`src/rtl/meas_pkg.sv`:
```
// rtl/meas_pkg.sv - shared types and defaults for the interval meter
package meas_pkg;

    // 180 MHz system clock
    localparam int CLK_PER_MS_DEFAULT = 180000;

    typedef enum logic {
        IDLE,
        MEASURE
    } meas_state_t;

    typedef logic [15:0] ms_t;

endpackage

```
`src/rtl/edge_sync.sv`:
```
// rtl/edge_sync.sv - input synchronizer with rising-edge detector
//
// Ports:
//   clk_in   system clock
//   rst_in   synchronous active-high reset
//   d_in     asynchronous input
//   rise_out one-cycle pulse on a synchronized rising edge
module edge_sync #(
    parameter int SYNC_STAGES = 2
) (
    input  logic clk_in,
    input  logic rst_in,
    input  logic d_in,
    output logic rise_out
);

    logic [SYNC_STAGES-1:0] r_sync;
    logic                   r_sync_d;

    always_ff @(posedge clk_in) begin
        if (rst_in) begin
            r_sync   <= '0;
            r_sync_d <= 1'b0;
        end else begin
            r_sync   <= {r_sync[SYNC_STAGES-2:0], d_in};
            r_sync_d <= r_sync[SYNC_STAGES-1];
        end
    end

    assign rise_out = r_sync[SYNC_STAGES-1] & ~r_sync_d;

endmodule

```
`src/rtl/interval_meter.sv`:
```
// rtl/interval_meter.sv - measures rise-to-rise interval of an async input in ms
//
// Ports:
//   clk_in      system clock
//   rst_in      synchronous active-high reset
//   sig_in      asynchronous measured signal
//   meas_ms     measured interval in whole ms
//   meas_valid  result available
//   meas_ready  consumer accepts the result
//   meas_ovf    interval reached MAX_MS without a closing edge
//   overrun     one-cycle pulse when an unaccepted result is overwritten
//   busy        high while measuring
module interval_meter
    import meas_pkg::*;
#(
    parameter int CLK_PER_MS  = CLK_PER_MS_DEFAULT,
    parameter int MS_W        = 16,
    parameter int MAX_MS      = 2**MS_W - 1,
    parameter int SYNC_STAGES = 2
) (
    input  logic            clk_in,
    input  logic            rst_in,
    input  logic            sig_in,
    output logic [MS_W-1:0] meas_ms,
    output logic            meas_valid,
    input  logic            meas_ready,
    output logic            meas_ovf,
    output logic            overrun,
    output logic            busy
);

    localparam int PRESC_W = $clog2(CLK_PER_MS);
    localparam logic [PRESC_W-1:0] PRESC_LAST    = PRESC_W'(CLK_PER_MS - 1);
    // The cycle on which a rise is seen is already count 0 of the new
    // interval, so the counter resumes at 1 and meas_ms = floor(cycles/CLK_PER_MS).
    localparam logic [PRESC_W-1:0] PRESC_RESTART = PRESC_W'(1);
    localparam logic [MS_W-1:0]    MS_LIMIT      = MS_W'(MAX_MS);

    meas_state_t         r_state, w_state_nxt;
    logic [PRESC_W-1:0]  r_presc, w_presc_nxt;
    logic [MS_W-1:0]     r_ms_cnt, w_ms_cnt_nxt;
    logic [MS_W-1:0]     r_meas_ms;
    logic                r_meas_valid;
    logic                r_meas_ovf;
    logic                r_overrun;

    logic                w_rise;
    logic                w_wrap;
    logic                w_load;
    logic [MS_W-1:0]     w_load_ms;
    logic                w_load_ovf;

    edge_sync #(
        .SYNC_STAGES (SYNC_STAGES)
    ) u_edge_sync (
        .clk_in   (clk_in),
        .rst_in   (rst_in),
        .d_in     (sig_in),
        .rise_out (w_rise)
    );

    assign w_wrap = (r_presc == PRESC_LAST);

    always_ff @(posedge clk_in) begin
        if (rst_in) begin
            r_state  <= IDLE;
            r_presc  <= '0;
            r_ms_cnt <= '0;
        end else begin
            r_state  <= w_state_nxt;
            r_presc  <= w_presc_nxt;
            r_ms_cnt <= w_ms_cnt_nxt;
        end
    end

    always_comb begin
        w_state_nxt  = r_state;
        w_presc_nxt  = r_presc;
        w_ms_cnt_nxt = r_ms_cnt;
        w_load       = 1'b0;
        w_load_ms    = '0;
        w_load_ovf   = 1'b0;
        case (r_state)
            IDLE: begin
                w_presc_nxt  = '0;
                w_ms_cnt_nxt = '0;
                if (w_rise) begin
                    w_state_nxt = MEASURE;
                    w_presc_nxt = PRESC_RESTART;
                end
            end
            MEASURE: begin
                // A rise beats a simultaneous wrap: report the pre-increment count.
                if (w_rise) begin
                    w_load       = 1'b1;
                    w_load_ms    = r_ms_cnt;
                    w_presc_nxt  = PRESC_RESTART;
                    w_ms_cnt_nxt = '0;
                end else if (w_wrap) begin
                    w_presc_nxt = '0;
                    if (r_ms_cnt == MS_LIMIT) begin
                        w_load       = 1'b1;
                        w_load_ms    = MS_LIMIT;
                        w_load_ovf   = 1'b1;
                        w_state_nxt  = IDLE;
                        w_ms_cnt_nxt = '0;
                    end else begin
                        w_ms_cnt_nxt = r_ms_cnt + 1'b1;
                    end
                end else begin
                    w_presc_nxt = r_presc + 1'b1;
                end
            end
            default: begin
                w_state_nxt = IDLE;
            end
        endcase
    end

    always_ff @(posedge clk_in) begin
        if (rst_in) begin
            r_meas_ms    <= '0;
            r_meas_valid <= 1'b0;
            r_meas_ovf   <= 1'b0;
            r_overrun    <= 1'b0;
        end else begin
            r_overrun <= 1'b0;
            if (w_load) begin
                r_meas_ms    <= w_load_ms;
                r_meas_ovf   <= w_load_ovf;
                r_meas_valid <= 1'b1;
                r_overrun    <= r_meas_valid & ~meas_ready;
            end else if (r_meas_valid && meas_ready) begin
                r_meas_valid <= 1'b0;
            end
        end
    end

    assign meas_ms    = r_meas_ms;
    assign meas_valid = r_meas_valid;
    assign meas_ovf   = r_meas_ovf;
    assign overrun    = r_overrun;
    assign busy       = (r_state == MEASURE);

endmodule
```
`config.mk`:
```
export PLATFORM = sky130hd
export DESIGN_NAME = interval_meter
export DESIGN_NICKNAME = d
export VERILOG_FILES = /design/src/rtl/meas_pkg.sv /design/src/rtl/edge_sync.sv /design/src/rtl/interval_meter.sv
export SDC_FILE = /design/constraint.sdc
export NUM_CORES = 1
export LEC_CHECK = 0
export ABC_AREA = 1
export BUFFER_PORTS_ARGS = -buffer_cell sky130_fd_sc_hd__buf_4
export CORE_AREA = 2 2 93 95
export DETAILED_ROUTE_END_ITERATION = 10
export DIE_AREA = 0 0 95 97
export SLEW_MARGIN = 30
export SYNTH_ARGS = -nofsm -noshare
export SYNTH_HDL_FRONTEND = slang
export SYNTH_SLANG_ARGS = --single-unit
```
`constraint.sdc`:
```
create_clock -name clk_in -period 2.1 [get_ports clk_in]
set_input_delay 0.105 -clock clk_in [delete_from_list [all_inputs] [get_ports clk_in]]
set_output_delay 0.105 -clock clk_in [all_outputs]
set_load 0.05 [all_outputs]
```
== Word level (Yosys, flattened, before mapping) ==
Index checks and enable logic that the tools add are counted.
Operators by class
  mux-type cells: 25
  bitwise operators: 6
  reductions and logical operators: 3
  equal/unequal tests: 3
  add/sub/neg operators: 2
Operator list (count)
  $mux W16: 7
  $mux W18: 2
  $pmux W18 S2: 1
  $pmux W16 S2: 1
  $add A18 B1 Y18 const B: 1
  $eq A18 B18 Y1 const B: 1
  $add A16 B1 Y16 const B: 1
  $eq A16 B16 Y1 const B: 1
  $mux W1: 13
  $not A1 Y1: 4
  $ne A3 B1 Y1 const B: 1
  $and A1 B1 Y1: 2
  $pmux W1 S2: 1
  $reduce_bool A2 Y1: 1
  $reduce_or A2 Y1: 1
  $logic_and A1 B1 Y1: 1
Storage, ports and cells
  output and inout port bits: 20
  bits of input ports: 4
  register bits: 57

== Logic depth before layout (Yosys ltp) ==
Gate-level depths: netlist (run 1).
  depth after elaboration: 7
  depth in mapped cells: 11
  depth with buffers taken out: 10

== Modules after synthesis ==
Synthesis (run 1) repeated with hierarchy kept, for this count alone.
Second synthesis, totals
  cell total of the unflattened synthesis: 371
  area total of the unflattened synthesis: 2716.4 sq um
Modules (own cells, without submodules)
  interval_meter: sequential area each 1081.0 sq um, cells an instance 361, times used 1, area an instance 2630.0 sq um
  edge_sync: sequential area each 60.1 sq um, cells an instance 10, times used 1, area an instance 86.3 sq um

== Least setup slack after synthesis (run 1) ==
OpenSTA, ideal clock, no wires.
  path type: reg2reg
  start point: reg r_state, in the netlist busy
  end point: reg r_presc[13]
  path buffers: 1
  cell stages (with the launch flop): 8
  clock period less this slack: 1670 ps
  slack: 430 ps
  required time: 2034 ps
  arrival: 1604 ps
  cells stage by stage: dfxtp_1 inv_2 nor2_4 inv_2 nor2_4 nand2_4 buf_6 a21oi_2
On the way
  cells in the longest elaborated chain, start to end: 2
Ends and longest elaborated chain
  start: declaration: line interval_meter.sv:39  | meas_state_t r_state, w_state_nxt;
  start signal: assignment: line interval_meter.sv:70  | r_state <= w_state_nxt;
  $not A1 Y1
  $pmux W18 S2 *: line interval_meter.sv:83  | case (r_state)
  end signal: assignment: line interval_meter.sv:71  | r_presc <= w_presc_nxt;
  end: declaration: line interval_meter.sv:40  | logic [PRESC_W-1:0] r_presc, w_presc_nxt;
Mark *: on every way between the ends. The rest lies on a longest branch, timed or not.
A chain may end at the register's enable or synchronous reset.

== Final worst setup path (run 1) ==
  start point: reg r_ms_cnt[0]
  end point: reg r_ms_cnt[9]
On the way
  cells in the longest elaborated chain, start to end: 5
  elaborated cells between the ends (all ways): 6
  those cells by class: add/sub: 1; eq/ne: 1; mux: 4
Ends and longest elaborated chain
  start: declaration: line interval_meter.sv:41  | logic [MS_W-1:0] r_ms_cnt, w_ms_cnt_nxt;
  start signal: assignment: line interval_meter.sv:72  | r_ms_cnt <= w_ms_cnt_nxt;
  $add A16 B1 Y16 or $eq A16 B16 Y1 (tied branches): line interval_meter.sv:108, interval_meter.sv:101
  $mux W16 *: line interval_meter.sv:101  | if (r_ms_cnt == MS_LIMIT) begin
  $mux W16 *: line interval_meter.sv:99  | end else if (w_wrap) begin
  $mux W16 *: line interval_meter.sv:94  | if (w_rise) begin
  $pmux W16 S2 *: line interval_meter.sv:83
Mark *: on every way between the ends. The rest lies on a longest branch, timed or not. The select of a mux whose other input is x is not followed.

==> results of run 1 <==
-- worst max-delay path, cell delays in order, from the launching register on --
cell and delay (ns):
dfxtp_1 0.39, ha_1 0.22, nand3_1 0.14, inv_2 0.12
nand2_1 0.07, inv_2 0.07, nand3b_2 0.12, o21ai_2 0.26
nor2_1 0.07, nand2_1 0.06, inv_1 0.03
-- per-stage QoR --
stage          utilization [%]  power (W)  area, um2  hold slack (ns)  cells
2_1_floorplan                -    0.00120       2830            0.212    383
3_3_place_gp              37.7    0.00122       3070            0.311    504
4_1_cts                   40.4    0.00233       3290           0.0573    520
6_report                  40.4    0.00229       3290           0.0710    520
3_5_place_dp              37.7    0.00122       3070            0.338    504
5_1_grt                   40.4    0.00238       3290           0.0663    520
-- logic make-up after synthesis --
family	share of synthesized area [%]
compound gates	11.2
xor+xnor	2.17
fa+ha+maj	0.885
buf+inv	10.7
flops	40.4
simple gates	34.6
-- layer usage --
metal | track usage, % | wire (um) | share of wire [%]
met5 | 0 | 0 | 0
met2 | 21.8 | 2640 | 46
met3 | 5.22 | 296 | 5.1
met1 | 16.7 | 2740 | 48
met4 | 5.02 | 90 | 1.6
-- synth_stat cells (all sizes together) --
cell | n | area (um2)
nor2 | 76 | 385
nand2 | 73 | 309
inv | 61 | 229
dfxtp | 57 | 1140
a21oi | 28 | 148
nand3 | 28 | 175
o21ai | 25 | 163
xor2 | 7 | 61.3
nor3 | 6 | 35.0
buf | 5 | 58.8
nor3b | 4 | 30.0
clkbuf | 3 | 11.3
nand3b | 3 | 26.3
ha | 2 | 25.0
or2 | 2 | 12.5
clkinv | 1 | 3.75
nand4 | 1 | 6.26
o211ai | 1 | 7.51
-- power breakdown --
part / leakage, nW / total [W] / switching, W / internal, W
Clock: 0.109 / 0.00109 / 0.000436 / 0.000656
Sequential: 0.460 / 0.00110 / 0.00000579 / 0.00109
Combinational: 0.787 / 0.000101 / 0.0000705 / 0.0000310
Total: 1.36 / 0.00229 / 0.000512 / 0.00178
-- final timing paths --
path,from,cells past startpoint,end,slack [ns]
min,meas_ready,3,overrun,0.07
min reg2reg,u_edge_sync.r_sync[0],2,u_edge_sync.r_sync[1],0.41
max,r_ms_cnt[0],10,r_ms_cnt[9],0.44
max reg2reg,r_ms_cnt[0],10,r_ms_cnt[9],0.44
-- area by class of cell --
type / instances / area [um2]
flip-flops and latches: 57 / 1140
repair buffers: 25 / 190
well taps: 105 / 131
clock buffers: 9 / 124
clock inverters: 6 / 83.8
inverters: 62 / 233
fillers: 842 / 4850
multi-input cells: 256 / 1380
-- placed cells by master, fill, tap and decap left out, drive strengths merged --
cell type	netlist	layout
xor2	7	7
nand4	1	1
nand2	73	73
buf	5	24
nand3b	3	3
nor3	6	6
nor2	76	76
a21oi	28	28
nand3	28	28
or2	2	2
ha	2	2
inv	61	61
clkinv	1	5
dfxtp	57	57
nor3b	4	4
bufinv	0	2
o21ai	25	25
clkbuf	3	9
dlygate4sd3	0	1
o211ai	1	1
-- registers in the layout, summed over array words and instances, names as in the netlist --
register,count
r_presc,18
u_edge_sync.r_sync,2
meas_ovf,1
r_ms_cnt,16
u_edge_sync.r_sync_d,1
busy,1
meas_valid,1
overrun,1
meas_ms,16
==> run metrics, run 1 <==
Post-Syn Area=0.00283 mm2; Die X=around 95 um; slew margin rel.=78.3%; routability-driven placement congestion ratio=0.869; Vias/cell=between 4 and 5; Period Utilization, post-route=around 79%; DPL Wire Length=4260 um; Place WS=~0.46 ns; CTS tree=yes; clk_skew=between 0.008 and 0.009 ns; setup TNS=0 ns; post-route ant nets=0; first drt pass iteration count=4; CORE AREA=between 0.008 and 0.009 mm2; Detailed Route Iter0 Violations=47; initial antenna violation count=0; row count=33; initial core utilization=roughly a third; area grow syn2layout=16.2%; hold_buf cts=1; Num CTS Buffers=9; Nets=417; GRT Residual Overflow=0; Slew @ Worst Pin=about 0.32 ns; Unique masters post-synth=32; synthesized flop and latch total=57; DRC viols=0; first-pass GRT wire length=just over 10000 um; crit-path max FO=5; Synth Area per Inst=between 7 and 8 um2; PortBufs=23; Syn Nets=roughly 390; Arrival @ worst endpoint=1.89 ns; IO Pins=24; YS warnings=0; Worst-path clk slew=0.06 ns; Setup crit end kind=flop; Max Fclk=0.601 GHz; postcts setup bufs=0; vias in the first global route=between 2000 and 2500; worst hold-check path type=in -> reg; Pwr per Cell Area=696 mW/mm2; H-tree depth=3; Crit Path Category=reg -> reg; CTS Root Cell=clkbuf_8; Max-cap violations=0; Final WS setup=between 0.4 and 0.5 ns; Slew Limit Fails=0; clk_lat worst skew=0.33 ns; Max Root-Sink Buffers=2; Die Y=approximately 97 um; share of cells above drive strength 1=roughly a quarter; diode count=0; RSZ-0062 raised after global routing=false; static leakage=about 1.4 nW; Req. time, crit path=2.33 ns; Resize count post-CTS=0; maximum vdd drop=roughly 330 uV; DIE AREA=a little over 0.009 mm2; outcome=finished, final reports clean; total track usage=13.7%; Min Clock Period, post-route=approximately 1.7 ns; sequential area share after synthesis=40.4%; Post-Synthesis Cells=~380; total routed wirelength=5760 um; Final Setup Violations=0; clk sink count=57; largest net degree at the start of global routing=26; final hold viol count=0; WL per Instance=~11 um; CP startpoint kind=flop; via count=2338
No activity file was read; power rests on OpenSTA's default activity.
==> run 2, diff against run 1 <==
==> constraint.sdc (replaced) <==
create_clock -name clk_in -period 1.65 [get_ports clk_in]
set_input_delay 0.0825 -clock clk_in [delete_from_list [all_inputs] [get_ports clk_in]]
set_output_delay 0.0825 -clock clk_in [all_outputs]
set_load 0.05 [all_outputs]
==> run 2 against run 1 <==
Power rose by 33%. Via count rose by 2.2%. Core utilization up 2.4 points. Highest routed layer unchanged. Die area is the same. Count of clock-buffer cells in the layout is 3 higher. Hold slack got worse by 0.034 ns. Cell area up 6.0%. Worst setup slack worse by 0.35 ns. Critical path depth fell by 1. Cell count is 1.9% higher.
==> run metrics, run 2 (synthesized netlist as in run 1, its figures left out) <==
r2r setup slk=0.08 ns (-0.35 ns); Die X=95 um (unchanged); Detailed Route Iter0 Violations=87 (+85%); Filler cells=834 (-0.95%); Slew Limit Fails=0 (unchanged); Final Hold Slack=0.0373 ns (-0.0337 ns); IO Pins=24 (unchanged); Reg with most FFs=r_presc; Vias/cell=4.51 (+0.25%); Max Root-Sink Buffers=2 (unchanged); maximum vdd drop=420 uV (+27%); clk_skew=0.0127 ns (+0.00468 ns); reg2reg end=meas_ms[4]; most frequent cells in the layout=nand2_1 (63), dfxtp_1 (52), nor2_1 (49), inv_1 (43), buf_4 (31); clk_lat worst skew=0.34 ns (about the same); r2r worst-path depth=9 (-1); vias in the first global route=2283 (-0.44%); DRC viols=0 (unchanged); DPL Wire Length=4350 um (+2.2%); DIE AREA=0.00922 mm2 (unchanged); largest net degree at the start of global routing=26 (unchanged); r2r startpoint=r_presc[0]; Pwr per Cell Area=874 mW/mm2 (+26%); Setup crit end kind=flop; outcome=finished, final reports clean; Die Y=97 um (unchanged); Period Utilization, post-route=95.0% (+16 points); CTS tree=yes; Min Clock Period, post-route=1.57 ns (-0.0959 ns); initial core utilization=34.8% (unchanged); total routed wirelength=6230 um (+8.1%); routability-driven placement congestion ratio=0.860 (-0.99%); CP cell instances=ha_4, nand2_4, nor2_4, nand3_2, nor2_4, nand3_4, nand2_4, o21ai_0, inv_1; final hold viol count=0 (unchanged); Req. time, crit path=1.93 ns (-0.40 ns); crit-path max FO=5 (unchanged); area grow syn2layout=23.2%; share of cells above drive strength 1=30.6% (+4.1 points); Max-cap violations=0 (unchanged); H-tree depth=3 (unchanged); Crit Path Category=reg -> reg; Num CTS Buffers=9 (unchanged); RSZ-0062 raised after global routing=true; Non-Filler Instances=530 (+1.9%); first-pass GRT wire length=10400 um (+2.8%); most common library cell in the layout ignoring fill and taps=nand2_1; Arrival @ worst endpoint=1.85 ns (-0.04 ns); Final Setup Violations=0 (unchanged); Slew @ Worst Pin=0.351 ns (+0.0270 ns); CP delay by family, top=simple AND/OR/NAND/NOR gates; worst hold-check path type=in -> reg; hold depth=3 (unchanged); Nets=426 (+2.2%); CTS Root Cell=clkbuf_8; via count=2389 (+2.2%); static leakage=1.45 nW (+6.7%); WL per Instance=11.8 um (+6.0%); clk sink count=57 (unchanged); PortBufs=23 (unchanged); initial antenna violation count=0 (unchanged); WHS Endpoint=meas_valid; post-route ant nets=0 (unchanged); Worst-path clk slew=0.07 ns (about the same); first drt pass iteration count=4 (unchanged); CP max-delay cell=dfxtp_4; row count=33 (unchanged); Max Fclk=0.638 GHz (+6.1%); crit path buf inv count=1 (-2); hold wc startpoint=meas_ready; diode count=0 (unchanged); total track usage=14.2% (+0.47 points); CORE AREA=0.00813 mm2 (unchanged); GRT Residual Overflow=0 (unchanged); placed insts=510 (+1.2%); CP startpoint kind=flop; max FFs per register=18 (unchanged); slew margin rel.=76.6% (-1.7 points); critical path's largest stage delay=0.37 ns (-0.02 ns)
run 2: cell types whose count changed in the layout (fill, tap and decap cells not counted), sizes merged:
cell and change:
buf +7, clkbuf +3, clkinv -3, nand2 +2, inv +1
run 2: final cells by class:
cell class | count | area, um2 | area share [%]
multi-input cells | 258 | 1500 | 42.9
flip-flops and latches | 57 | 1150 | 33.1
inverters | 62 | 233 | 6.68
clock buffers | 12 | 155 | 4.45
repair buffers | 32 | 243 | 6.97
clock inverters | 4 | 73.8 | 2.12
well taps | 105 | 131 | 3.77
run 2: what timing repair did:
item | 4_1_cts | 5_1_grt
gates resized for setup | 1 | 21
pin swaps | 0 | 7
hold buffers | 1 | 0
endpoints found under the hold margin | 1 | 0
setup buffers | 0 | 1
endpoints found under the setup margin | 1 | 48
gates cloned | 0 | 2
run 2: power breakdown:
group / internal (W) / switching (W) / total, W / leakage, nW
registers: 0.00138 / 0.00000810 / 0.00139 / 0.463
logic: 0.0000468 / 0.0000949 / 0.000142 / 0.866
clock network: 0.000936 / 0.000574 / 0.00151 / 0.117
run 2: metrics by stage:
| step | worst slack (ns) | util (%) | cell area, um2 | power, W | TNS, ns |
|---|---|---|---|---|---|
| 6_report | 0.0833 | 42.8 | 3480 | 0.00304 | 0 |
| 5_1_grt | -0.00923 | 42.8 | 3480 | 0.00316 | -0.0124 |
| 4_1_cts | 0.00676 | 41.3 | 3360 | 0.00308 | 0 |
| 2_1_floorplan | 0.176 | - | 2830 | 0.00153 | 0 |
| 3_3_place_gp | 0.0629 | 38.3 | 3120 | 0.00156 | 0 |
| 3_5_place_dp | 0.0232 | 38.3 | 3120 | 0.00156 | 0 |
run 2: worst register-to-register path, delay by kind of cell (launching register included):
kind,cells,cell delay (ns)
flops,1,0.37
buf+inv,1,0.06
simple gates,6,0.86
compound gates,1,0.08
fa+ha+maj,1,0.15
run 2: per-layer routing:
metal / routed length, um / global-route usage (%) / share of wire [%]
met5: 0 / 0 / 0
met1: 2900 / 17.8 / 47
met2: 2950 / 21.7 / 47
met4: 138 / 6.80 / 2.2
met3: 240 / 4.52 / 3.9
run 2: how the worst max path moves through the flow:
stage,start,to,slack (ns),cells after the start
3_3_place_gp,r_ms_cnt[0],r_ms_cnt[10],0.06,10
5_1_grt,r_ms_cnt[2],r_ms_cnt[15],-0.009,8
4_1_cts,r_ms_cnt[0],r_ms_cnt[10],0.007,10
6_report,r_presc[0],meas_ms[4],0.08,9
2_1_floorplan,r_presc[0],meas_ms[10],0.18,10
3_5_place_dp,r_ms_cnt[0],r_ms_cnt[10],0.02,10
==> run 3, diff against run 2 <==
--- a/config.mk
+++ b/config.mk
@@ -7,10 +7,11 @@
 export LEC_CHECK = 0
 export ABC_AREA = 1
 export BUFFER_PORTS_ARGS = -buffer_cell sky130_fd_sc_hd__buf_4
-export CORE_AREA = 2 2 93 95
+export CORE_AREA = 2 2 92 94
 export DETAILED_ROUTE_END_ITERATION = 10
-export DIE_AREA = 0 0 95 97
+export DIE_AREA = 0 0 94 96
 export SLEW_MARGIN = 30
 export SYNTH_ARGS = -nofsm -noshare
 export SYNTH_HDL_FRONTEND = slang
+export SYNTH_HIERARCHICAL = 1
 export SYNTH_SLANG_ARGS = --single-unit
==> run 3 against run 2 <==
Sequential power hardly changed. Clock power fell by 19%. Critical path depth unchanged. Global-route usage fell by 0.18 points. Synthesized cell count down 3.1%. Cell area is 0.79% higher. Via count is 3.3% higher. First-iteration DRC count fell by 10%. Area after synthesis down 3.9%. Die area decreased by 2.1%. Critical endpoint is now meas_valid. Largest power group is now sequential cells. Highest routed layer unchanged.
==> run metrics, run 3 <==
Max-cap violations=0 (unchanged); Synth area leaders=dfxtp_1 (42%), nand2_1 (8.7%), nor2_1 (8.4%); diode count=0 (unchanged); Final Setup Violations=0 (unchanged); Filler cells=831 (-0.36%); DRC viols=0 (unchanged); final hold viol count=0 (unchanged); max FFs per register=18 (unchanged); Placed Area=0.00311 mm2 (about the same); met3 GRT Util=3.52% (-0.99 points); largest net degree at the start of global routing=28 (+7.7%); Crit Path Category=reg -> reg; Die Y=96 um (-1.0%); Num CTS Buffers=9 (unchanged); slew margin rel.=74.4% (-2.2 points); initial core utilization=33.7% (-1.0 points); Arrival @ worst endpoint=1.86 ns (about the same); multi-input combinational cell area=0.00141 mm2 (-6.0%); row count=33 (unchanged); GR Layer Usage met2=23.2% (+1.5 points); Final Power=0.00275 W (-9.5%); clk_skew=0.0101 ns (-0.00263 ns); YS warnings=6 (+6); Place WS=-0.00254 ns (-0.0257 ns); via count=2469 (+3.3%); met1 global-route usage=16.9% (-0.89 points); area grow syn2layout=29.2%; Logic pwr share=5.0% (+0.3 points); DPL Wire Length=4210 um (-3.1%); first drt pass iteration count=5 (+1); Post-Synthesis Cells=371 (-3.1%); Async S/R FF share, synth=0% (unchanged); clk sink count=57 (unchanged); Nets=440 (+3.3%); most used routing layer=met2; first-pass GRT wire length=9930 um (-4.3%); Slew Limit Fails=0 (unchanged); share of cells above drive strength 1=28.5% (-2.0 points); CTS tree=yes; IO Pins=24 (unchanged); most common library cell in the layout ignoring fill and taps=nand2_1; clk_lat worst skew=0.34 ns (about the same); Min Clock Period, post-route=1.58 ns (+0.0146 ns); synthesized flop and latch total=57 (unchanged); GRT Residual Overflow=0 (unchanged); total track usage=14.0% (-0.18 points); Req. time, crit path=1.93 ns (about the same); Syn Nets=377 (-3.1%); Post-Syn Area=0.00272 mm2 (-3.9%); Worst-path clk slew=0.06 ns (about the same); most frequent cell after synthesis=nand2_1; maximum vdd drop=429 uV (+2.0%); CORE AREA=0.00805 mm2 (-1.0%); Period Utilization, post-route=95.8% (+0.88 points); most frequent cells in the layout=nand2_1 (60), nor2_1 (56), inv_1 (55), buf_4 (53), dfxtp_1 (52); routability-driven placement congestion ratio=0.910 (+5.9%); Setup crit end kind=flop; post-route ant nets=0 (unchanged); Vias/cell=4.55 (+0.87%); Synth Area per Inst=7.32 um2 (-0.83%); DIE AREA=0.00902 mm2 (-2.1%); Pwr per Cell Area=785 mW/mm2 (-10%); WL per Instance=11.1 um (-5.3%); vias in the first global route=2282 (-0.044%); static leakage=1.55 nW (+6.8%); sequential cell area=0.00115 mm2 (-0.43%); NetSw=0.000637 W (-6.0%); Die X=94 um (-1.1%); PortBufs=23 (unchanged); outcome=finished, final reports clean; Main synth FF type=dfxtp_1; crit-path max FO=7 (+2); post-route cell area=0.00351 mm2 (+0.79%); placed insts=512 (+0.39%); initial antenna violation count=0 (unchanged); sequential area share after synthesis=42.0% (+1.7 points); Non-Filler Instances=543 (+2.5%); fin util=43.6% (+0.78 points); Post-synth EDFFs=0 (unchanged); post-synth top area cell=dfxtp_1; Final WS setup=0.0687 ns (-0.0146 ns); CP startpoint kind=flop; CTS Root Cell=clkbuf_8; Slew @ Worst Pin=0.384 ns (+0.0335 ns); worst hold-check path type=in -> reg; Max Fclk=0.632 GHz (-0.92%); Sw Ratio=23.1% (+0.87 points); Detailed Route Iter0 Violations=78 (-10%); total routed wirelength=6040 um (-3.0%); post-synth top area share=42.0% (+1.7 points); Unique masters post-synth=35 (+9.4%); clock power share=44.4% (-5.2 points); H-tree depth=3 (unchanged); Synth top cells by count=nand2_1 (63), nor2_1 (61), dfxtp_1 (57); Reg with most FFs=r_presc; RSZ-0062 raised after global routing=true; register share of total power=50.6% (+4.9 points); Max Root-Sink Buffers=2 (unchanged); internal power=0.00212 W (-11%)
## run 3: path summary, 6_finish.rpt
path,from,end,slack (ns),depth (start not counted)
max reg2reg,r_presc[1],meas_valid,0.07,9
min,meas_ready,meas_valid,0.04,3
max,r_presc[1],meas_valid,0.07,9
min reg2reg,u_edge_sync/r_sync[0],u_edge_sync/r_sync[1],0.41,2
## run 3: cell type report
class | count | share of cell area, %
multi-input cells | 248 | 40.0
flip-flops and latches | 57 | 32.7
repair buffers | 54 | 11.6
inverters | 64 | 6.91
clock buffers | 11 | 3.74
well taps | 105 | 3.74
clock inverters | 4 | 1.28
## run 3: layer usage
metal | part of all wire (%) | vias up
met2 | 45 | 49
met4 | 2.8 | 0
met3 | 4.1 | 14
met5 | 0 | -
met1 | 48 | 1100
li1 | - | 1306
## run 3: power by group through the flow
| stage | registers, W | clock network (W) | logic (W) |
|---|---|---|---|
| after global routing | 0.00139 | 0.00131 | 0.000150 |
| after floorplan | 0.00145 | 0 | 0.0000631 |
| after CTS | 0.00139 | 0.00126 | 0.000126 |
| after global placement | 0.00142 | 0 | 0.000121 |
| final | 0.00139 | 0.00122 | 0.000137 |
| after detailed placement | 0.00142 | 0 | 0.000122 |
## run 3: kinds of logic after synthesis
group                    after synthesis  share of synthesized area (%)
AO/OA/AOI/OAI                         63                           13.8
XOR/XNOR                               5                           1.61
adder cells (fa/ha/maj)                2                          0.921
buffers and inverters                 69                           10.5
flip-flops                            57                           42.0
AND/OR/NAND/NOR                      175                           31.2
## run 3: critical path, stage by stage (launching register included)
cell	delay, ns
dfxtp_2	0.36
ha_4	0.16
nand2_4	0.06
nor2_4	0.14
nand3_4	0.10
nor2_8	0.22
nand3_4	0.20
nand2_8	0.15
inv_4	0.04
o21ai_2	0.09
## run 3: timing repair
action	in CTS	in global routing
setup endpoints to repair	2	48
pin swaps	0	15
gates resized for setup	2	26
hold buffers	1	0
buffers inserted	0	12
cloned	0	3
hold endpoints to repair	1	0
## run 3: metrics by stage
step	hold slack, ns	TNS (ns)
floorplan	0.154	0
global placement	0.294	0
detailed placement	0.311	-0.00254
CTS	0.00751	0
global route	0.0519	-0.451
finish	0.0434	0
